$ cat config.mk
export PLATFORM = sky130hd
export DESIGN_NAME = modinv_helper_precalc_param
export DESIGN_NICKNAME = d
export VERILOG_FILES = /design/src/rtl/modinv_helper_precalc_param_pkg.sv /design/src/rtl/modinv_precalc_addsub_word.sv /design/src/rtl/modinv_helper_precalc_param.sv
export SDC_FILE = /design/constraint.sdc
export NUM_CORES = 1
export LEC_CHECK = 0
export CAP_MARGIN = 20
export CORE_AREA = 3 3 171 173
export CTS_CLUSTER_DIAMETER = 30
export CTS_CLUSTER_SIZE = 16
export DETAILED_ROUTE_END_ITERATION = 8
export DIE_AREA = 0 0 174 176
export HOLD_SLACK_MARGIN = 0.1
export PLACE_DENSITY = 0.7
export SYNTH_ARGS = -nofsm -noshare
export SYNTH_HDL_FRONTEND = slang
export SYNTH_SLANG_ARGS = --single-unit
export TNS_END_PERCENT = 50
$ cat constraint.sdc
create_clock -name clk -period 20.2 [get_ports clk]
set_input_delay 6.06 -clock clk [delete_from_list [all_inputs] [get_ports clk]]
set_output_delay 6.06 -clock clk [all_outputs]
set_load 0.02 [all_outputs]
$ cat src/rtl/modinv_helper_precalc_param_pkg.sv
// Shared definitions for the parametrised modular-inverse precalc helper:
// FSM state encodings, halving-mode constants and a constant clog2.
package modinv_helper_precalc_param_pkg;

    typedef enum logic [1:0] {
        ST_IDLE = 2'd0,
        ST_P1   = 2'd1,
        ST_P2   = 2'd2,
        ST_DONE = 2'd3
    } state_e;

    localparam logic SHIFT_LOGICAL = 1'b0;
    localparam logic SHIFT_ARITH   = 1'b1;

    // Smallest r such that 2^r >= v (valid for v <= 2^31).
    function automatic int unsigned clog2(input int unsigned v);
        int unsigned r;
        int unsigned p;
        r = 0;
        p = 1;
        for (int unsigned i = 0; i < 32; i++) begin
            if (p < v) begin
                r = i + 1;
                p = p << 1;
            end
        end
        return r;
    endfunction

endpackage

$ cat src/rtl/modinv_precalc_addsub_word.sv
// One word slice of a multi-word adder or subtractor. The carry/borrow
// between words is held in a register so the chain advances one word per
// enabled cycle; clr_i restarts the chain with a zero input.
module modinv_precalc_addsub_word #(
    parameter int unsigned WORD_W = 32,
    parameter bit          SUB    = 1'b0
) (
    input  logic              clk,
    input  logic              rst,
    input  logic              clr_i,
    input  logic              en_i,
    input  logic [WORD_W-1:0] a_i,
    input  logic [WORD_W-1:0] b_i,
    output logic [WORD_W-1:0] res_o,
    output logic              cb_o
);

    logic              cb_q;
    logic [WORD_W:0]   full;

    // Word result; the extra MSB is the carry-out (add) or borrow-out (sub).
    always_comb begin
        if (SUB) begin
            full = {1'b0, a_i} - {1'b0, b_i} - {{WORD_W{1'b0}}, cb_q};
        end else begin
            full = {1'b0, a_i} + {1'b0, b_i} + {{WORD_W{1'b0}}, cb_q};
        end
    end

    assign res_o = full[WORD_W-1:0];
    assign cb_o  = full[WORD_W];

    // Chain register: cleared at operation start, advanced on each word.
    always_ff @(posedge clk or posedge rst) begin
        if (rst) begin
            cb_q <= 1'b0;
        end else if (clr_i) begin
            cb_q <= 1'b0;
        end else if (en_i) begin
            cb_q <= cb_o;
        end
    end

endmodule

$ cat src/rtl/modinv_helper_precalc_param.sv
// Word-serial precalc engine: pass 1 (ascending) produces 2A, 2B, A+B, A-B,
// B-A and the carry/borrow/equality flags; pass 2 (descending) produces the
// halves of A, B, A-B and B-A using the readback of the difference buffers.
module modinv_helper_precalc_param
    import modinv_helper_precalc_param_pkg::*;
#(
    parameter int unsigned WORD_W    = 32,
    parameter int unsigned NUM_WORDS = 9,
    parameter int unsigned ADDR_W    = 4
) (
    input  logic              clk,
    input  logic              rst,
    input  logic              start,
    input  logic              shift_mode,
    output logic              busy,
    output logic              done,
    output logic [ADDR_W-1:0] rd_addr,
    input  logic [WORD_W-1:0] a_din,
    input  logic [WORD_W-1:0] b_din,
    input  logic [WORD_W-1:0] amb_din,
    input  logic [WORD_W-1:0] bma_din,
    output logic [ADDR_W-1:0] p1_wr_addr,
    output logic              p1_wren,
    output logic [WORD_W-1:0] a_dbl_dout,
    output logic [WORD_W-1:0] b_dbl_dout,
    output logic [WORD_W-1:0] apb_dout,
    output logic [WORD_W-1:0] amb_dout,
    output logic [WORD_W-1:0] bma_dout,
    output logic [ADDR_W-1:0] p2_wr_addr,
    output logic              p2_wren,
    output logic [WORD_W-1:0] a_half_dout,
    output logic [WORD_W-1:0] b_half_dout,
    output logic [WORD_W-1:0] amb_half_dout,
    output logic [WORD_W-1:0] bma_half_dout,
    output logic              flag_carry,
    output logic              flag_borrow,
    output logic              flag_eq
);

    localparam int unsigned    K_W    = clog2(NUM_WORDS + 1);
    localparam logic [K_W-1:0] K_LAST = K_W'(NUM_WORDS);

    state_e          state_q, state_d;
    logic [K_W-1:0]  k_q, k_d;
    logic            accept;

    logic            mode_q;
    logic            a_msb_q, b_msb_q;
    logic            nz_q;
    logic            flag_carry_q, flag_borrow_q, flag_eq_q;
    logic            fill_a_q, fill_b_q, fill_amb_q, fill_bma_q;

    logic [WORD_W-1:0] apb_res, amb_res, bma_res;
    logic              apb_co, amb_co, bma_co;

    assign accept = (state_q == ST_IDLE) && start;

    // FSM state and word counter registers.
    always_ff @(posedge clk or posedge rst) begin
        if (rst) begin
            state_q <= ST_IDLE;
            k_q     <= '0;
        end else begin
            state_q <= state_d;
            k_q     <= k_d;
        end
    end

    // Next state; the counter restarts at zero on every state change.
    always_comb begin
        state_d = state_q;
        k_d     = '0;
        case (state_q)
            ST_IDLE: if (start) state_d = ST_P1;
            ST_P1: begin
                if (k_q == K_LAST) state_d = ST_P2;
                else               k_d     = k_q + 1'b1;
            end
            ST_P2: begin
                if (k_q == K_LAST) state_d = ST_DONE;
                else               k_d     = k_q + 1'b1;
            end
            default: state_d = ST_IDLE;
        endcase
    end

    // Handshake and address decode from the registered state.
    always_comb begin
        busy       = 1'b0;
        done       = 1'b0;
        rd_addr    = '0;
        p1_wren    = 1'b0;
        p1_wr_addr = '0;
        p2_wren    = 1'b0;
        p2_wr_addr = '0;
        case (state_q)
            ST_P1: begin
                busy = 1'b1;
                if (k_q != K_LAST) rd_addr = ADDR_W'(k_q);
                if (k_q != '0) begin
                    p1_wren    = 1'b1;
                    p1_wr_addr = ADDR_W'(k_q - 1'b1);
                end
            end
            ST_P2: begin
                busy = 1'b1;
                if (k_q != K_LAST) rd_addr = ADDR_W'(NUM_WORDS - 1) - ADDR_W'(k_q);
                if (k_q != '0) begin
                    p2_wren    = 1'b1;
                    p2_wr_addr = ADDR_W'(NUM_WORDS) - ADDR_W'(k_q);
                end
            end
            ST_DONE: done = 1'b1;
            default: ;
        endcase
    end

    modinv_precalc_addsub_word #(.WORD_W(WORD_W), .SUB(1'b0)) u_apb (
        .clk(clk), .rst(rst), .clr_i(accept), .en_i(p1_wren),
        .a_i(a_din), .b_i(b_din), .res_o(apb_res), .cb_o(apb_co)
    );

    modinv_precalc_addsub_word #(.WORD_W(WORD_W), .SUB(1'b1)) u_amb (
        .clk(clk), .rst(rst), .clr_i(accept), .en_i(p1_wren),
        .a_i(a_din), .b_i(b_din), .res_o(amb_res), .cb_o(amb_co)
    );

    modinv_precalc_addsub_word #(.WORD_W(WORD_W), .SUB(1'b1)) u_bma (
        .clk(clk), .rst(rst), .clr_i(accept), .en_i(p1_wren),
        .a_i(b_din), .b_i(a_din), .res_o(bma_res), .cb_o(bma_co)
    );

    // Pass-1 bookkeeping: doubling carries, zero tracking and end-of-pass flags.
    always_ff @(posedge clk or posedge rst) begin
        if (rst) begin
            mode_q        <= SHIFT_LOGICAL;
            a_msb_q       <= 1'b0;
            b_msb_q       <= 1'b0;
            nz_q          <= 1'b0;
            flag_carry_q  <= 1'b0;
            flag_borrow_q <= 1'b0;
            flag_eq_q     <= 1'b0;
        end else if (accept) begin
            mode_q        <= shift_mode;
            a_msb_q       <= 1'b0;
            b_msb_q       <= 1'b0;
            nz_q          <= 1'b0;
            flag_carry_q  <= 1'b0;
            flag_borrow_q <= 1'b0;
            flag_eq_q     <= 1'b0;
        end else if (p1_wren) begin
            a_msb_q <= a_din[WORD_W-1];
            b_msb_q <= b_din[WORD_W-1];
            nz_q    <= nz_q | (amb_res != '0);
            if (k_q == K_LAST) begin
                flag_carry_q  <= apb_co;
                flag_borrow_q <= amb_co;
                flag_eq_q     <= ~(nz_q | (amb_res != '0));
            end
        end
    end

    // Pass-2 fill bits: top-word fill loaded on the idle first P2 cycle,
    // then bit 0 of each word feeds the next lower word.
    always_ff @(posedge clk or posedge rst) begin
        if (rst) begin
            fill_a_q   <= 1'b0;
            fill_b_q   <= 1'b0;
            fill_amb_q <= 1'b0;
            fill_bma_q <= 1'b0;
        end else if (state_q == ST_P2) begin
            if (k_q == '0) begin
                fill_a_q   <= 1'b0;
                fill_b_q   <= 1'b0;
                fill_amb_q <= (mode_q == SHIFT_ARITH) & flag_borrow_q;
                fill_bma_q <= (mode_q == SHIFT_ARITH) & ~flag_borrow_q & ~flag_eq_q;
            end else begin
                fill_a_q   <= a_din[0];
                fill_b_q   <= b_din[0];
                fill_amb_q <= amb_din[0];
                fill_bma_q <= bma_din[0];
            end
        end
    end

    // Result words, held at zero whenever the matching write enable is low.
    always_comb begin
        a_dbl_dout    = '0;
        b_dbl_dout    = '0;
        apb_dout      = '0;
        amb_dout      = '0;
        bma_dout      = '0;
        a_half_dout   = '0;
        b_half_dout   = '0;
        amb_half_dout = '0;
        bma_half_dout = '0;
        if (p1_wren) begin
            a_dbl_dout = {a_din[WORD_W-2:0], a_msb_q};
            b_dbl_dout = {b_din[WORD_W-2:0], b_msb_q};
            apb_dout   = apb_res;
            amb_dout   = amb_res;
            bma_dout   = bma_res;
        end
        if (p2_wren) begin
            a_half_dout   = {fill_a_q,   a_din[WORD_W-1:1]};
            b_half_dout   = {fill_b_q,   b_din[WORD_W-1:1]};
            amb_half_dout = {fill_amb_q, amb_din[WORD_W-1:1]};
            bma_half_dout = {fill_bma_q, bma_din[WORD_W-1:1]};
        end
    end

    assign flag_carry  = flag_carry_q;
    assign flag_borrow = flag_borrow_q;
    assign flag_eq     = flag_eq_q;

endmodule
==> flow_summary.ini <==
[final_layout]
fin_nets = 2068
reg.largest.list = k_q (4), state_q (2)
diodes = 0
layout-drive-gt1-share_pct = 1.87
largest_register = k_q
largest_reg_flops = 4
area_growth_pct = 53.8

[routing]
drt_iter0_drc = 625
vias = 10900
finalWirelength_um = 36600
top_layer_used = met4
routed-wl-met2_um = 17900
met3_wirelength_um = 2660
drt_first_pass_iters = 5
drcViolationCount = 0
wl_per_cell_um = 17.1
met1_length_um = 15000
avgViaCountPerCell = 5.08
final_antenna_net_count = 0

[floorplan]
start_util_pct = 32.2
die_h_um = 176
fp-row-count = 61
core_um2 = 27800
dieArea_um2 = 30600
chipWidth_um = 174
io_pins = 439

[synthesis]
ys_ff_latch = 20
synth_edf_count = 0
synth_area_leader_cell = ha_1
synth_nets = 1671
synth_area_leaders = ha_1 (23%), nor2_1 (11%), inv_1 (7.9%)
synth_top_flop_cell = dfrtp_1
ys_warn_count = 0
netlist_instances = 1370
yosysSeqAreaShare_pct = 5.60
synth_most_common_cell = nor2_1
synth_area_um2 = 8940
async_flop_share_pct = 100
netlist_top_cells_count = nor2_1 (270), inv_1 (187), ha_1 (163), a21oi_1 (106), and2_1 (76)
syn_avg_cell_area_um2 = 6.52
synth_cell_types = 78
synth_top_area_share_pct = 22.8

[power_and_ir_drop]
p_leak_uw = 0.00603
clkPwrFrac_pct = 4.7
powerDensity_nw_per_um2 = 86.3
p_seq_share_pct = 5.6
peakVddDrop_mv = 0.0444
power.internal_uw = 540
power.switching_uw = 645
share_comb_of_total_power_pct = 89.7
switching_share_pct = 54.4

[timing]
period_needed_ns = 17.02
fin_worst_skew_ns = 0.00602
slew-limit-headroom_pct = 34.7
clock.fmax_mhz = 58.8
tns_ns = 0
fin_crit_sh_pct = 84.2
timing.hold.ws_ns = 0.479
drv_slew = 0
hold_viol_final = 0
setup_viol = 0
rsz0062_at_grt = no
worstMarginPinSlew_ns = 0.978

[clock_tree]
post_cts_buffers = 0
clock_path_buffers = 2
root_buffer = clkbuf_16
numClockSinks = 20
htreeDepth = 1
cts_tree = built
tritoncts.num_buffers = 3
insertion_delay_ns = 0.26
clk_pin_slew_worst_paths_ns = 0.06
ctsResizeCount = 0
hold_buffers = 0

[global_route]
grt_pass1_vias = 10300
antenna_found_initial = 0
grt_max_degree = 85
grt_pass1_wl_um = 56100
gr-total-overflow = 0
grt_util_all_layers_pct = 22.1

[placement]
dpl.hpwl_um = 30900
io_buffer_count = 438
place_congestion = 0.963

[outcome]
status = finished clean

[run]
maxCapViolations = 0

[critical_path]
required_ns = 14.14
critPathTopFamily = compound AO/OA/AOI/OAI gates
arrival_ns = 10.96
cp_slowest_cell = clkdlybuf4s50_1
path_buf_inv = 4
critPathKind = input pin to output port
end_kind = output port
slowest_delay_ns = 0.68
cp-start-kind = input pin
cp_cell_sequence = clkdlybuf4s50_1, inv_1, fa_1, inv_1, ha_1, o21ai_0, nand3b_1, o311a_1, o41a_1, a311o_1, a2111oi_1, o21ai_0, xnor2_1, nor2_1, clkdlybuf4s50_1
crit_fanout = 5

[hold_path]
hp-class = register to register
## stage by stage
step	total power [µW]	utilization, %	worst slack, ns	instances	cell area [µm²]
global route	1270	49.5	2.98	2144	13700
finish	1190	49.5	3.18	2144	13700
floorplan	678	-	4.93	1370	8940
CTS	1190	49.5	3.22	2144	13700
global placement	1130	49.1	3.36	2140	13600
detailed placement	1130	49.1	3.24	2140	13600
## kinds of logic after synthesis
kind of cell / Yosys count / share of synthesized area, %
AND/OR/NAND/NOR: 552 / 29.3
AO/OA/AOI/OAI: 309 / 22.6
multiplexers: 6 / 0.700
XOR/XNOR: 78 / 7.64
buffers and inverters: 236 / 9.97
adder cells (fa/ha/maj): 169 / 24.2
flip-flops: 20 / 5.60
## metal layers
| layer | track usage (%) | vias to the layer above |
|---|---|---|
| met5 | 0 | - |
| met1 | 27.2 | 5014 |
| li1 | - | 5377 |
| met2 | 39.9 | 448 |
| met4 | 6.07 | 0 |
| met3 | 3.66 | 50 |
## power by group through the flow
stage | combinational [µW] | sequential (µW) | clock [µW]
2_1_floorplan | 616 | 62.7 | 0
3_3_place_gp | 1060 | 66.8 | 0
3_5_place_dp | 1060 | 67.0 | 0
4_1_cts | 1070 | 66.4 | 56.2
5_1_grt | 1140 | 68.1 | 57.8
6_report | 1060 | 66.4 | 55.6
## area by class of cell
type | count | area, µm²
flip-flops and latches | 20 | 500
repair buffers | 441 | 4410
well taps | 378 | 473
clock buffers | 3 | 75.1
multi-input cells | 1114 | 7550
clock inverters | 1 | 30.0
inverters | 187 | 702
fillers | 2796 | 14000
## cell usage in the layout, fill, tap and decap left out, types with 4 or more instances in the layout
cell / netlist / routed
nand4_1: 13 / 13
or2_2: 5 / 5
a211oi_1: 7 / 7
a31oi_1: 11 / 11
o21bai_1: 6 / 6
inv_1: 187 / 187
o31ai_1: 6 / 6
xor2_1: 21 / 21
clkdlybuf4s50_1: 0 / 438
o41ai_1: 5 / 5
o22ai_1: 5 / 5
fa_1: 6 / 6
nor3b_1: 7 / 7
nor2_1: 270 / 270
dfrtp_1: 20 / 20
nand2b_1: 21 / 21
o211ai_1: 6 / 6
xnor2_1: 57 / 57
nor3_1: 21 / 21
and3_1: 16 / 16
ha_1: 163 / 163
nor2b_1: 8 / 8
a21o_1: 26 / 26
and2_1: 76 / 76
o21ai_0: 62 / 62
o21a_1: 12 / 12
a21oi_1: 106 / 106
nand3b_1: 4 / 4
nand3_1: 19 / 19
o2bb2ai_1: 4 / 4
nand2_1: 66 / 64
or3_1: 11 / 11
mux2i_1: 4 / 4
## path summary, 6_finish.rpt
path	cells after the start	endpoint	startpoint	slack (ns)
worst max-delay path	15	bma_dout[31]	a_din[0]	3.18
worst min-delay path	1	fill_a_q$_DFFE_PP0P_	fill_a_q$_DFFE_PP0P_	0.48
worst max register to register	13	u_bma.cb_q$_DFFE_PP0P_	u_bma.cb_q$_DFFE_PP0P_	15.98
worst min register to register	1	fill_a_q$_DFFE_PP0P_	fill_a_q$_DFFE_PP0P_	0.48
max in group asynchronous	2	a_msb_q$_DFFE_PP0P_	rst	13.44
min in group asynchronous	2	mode_q$_DFFE_PP0P_	rst	6.26
Note: power is estimated with default switching activity, not from simulation.
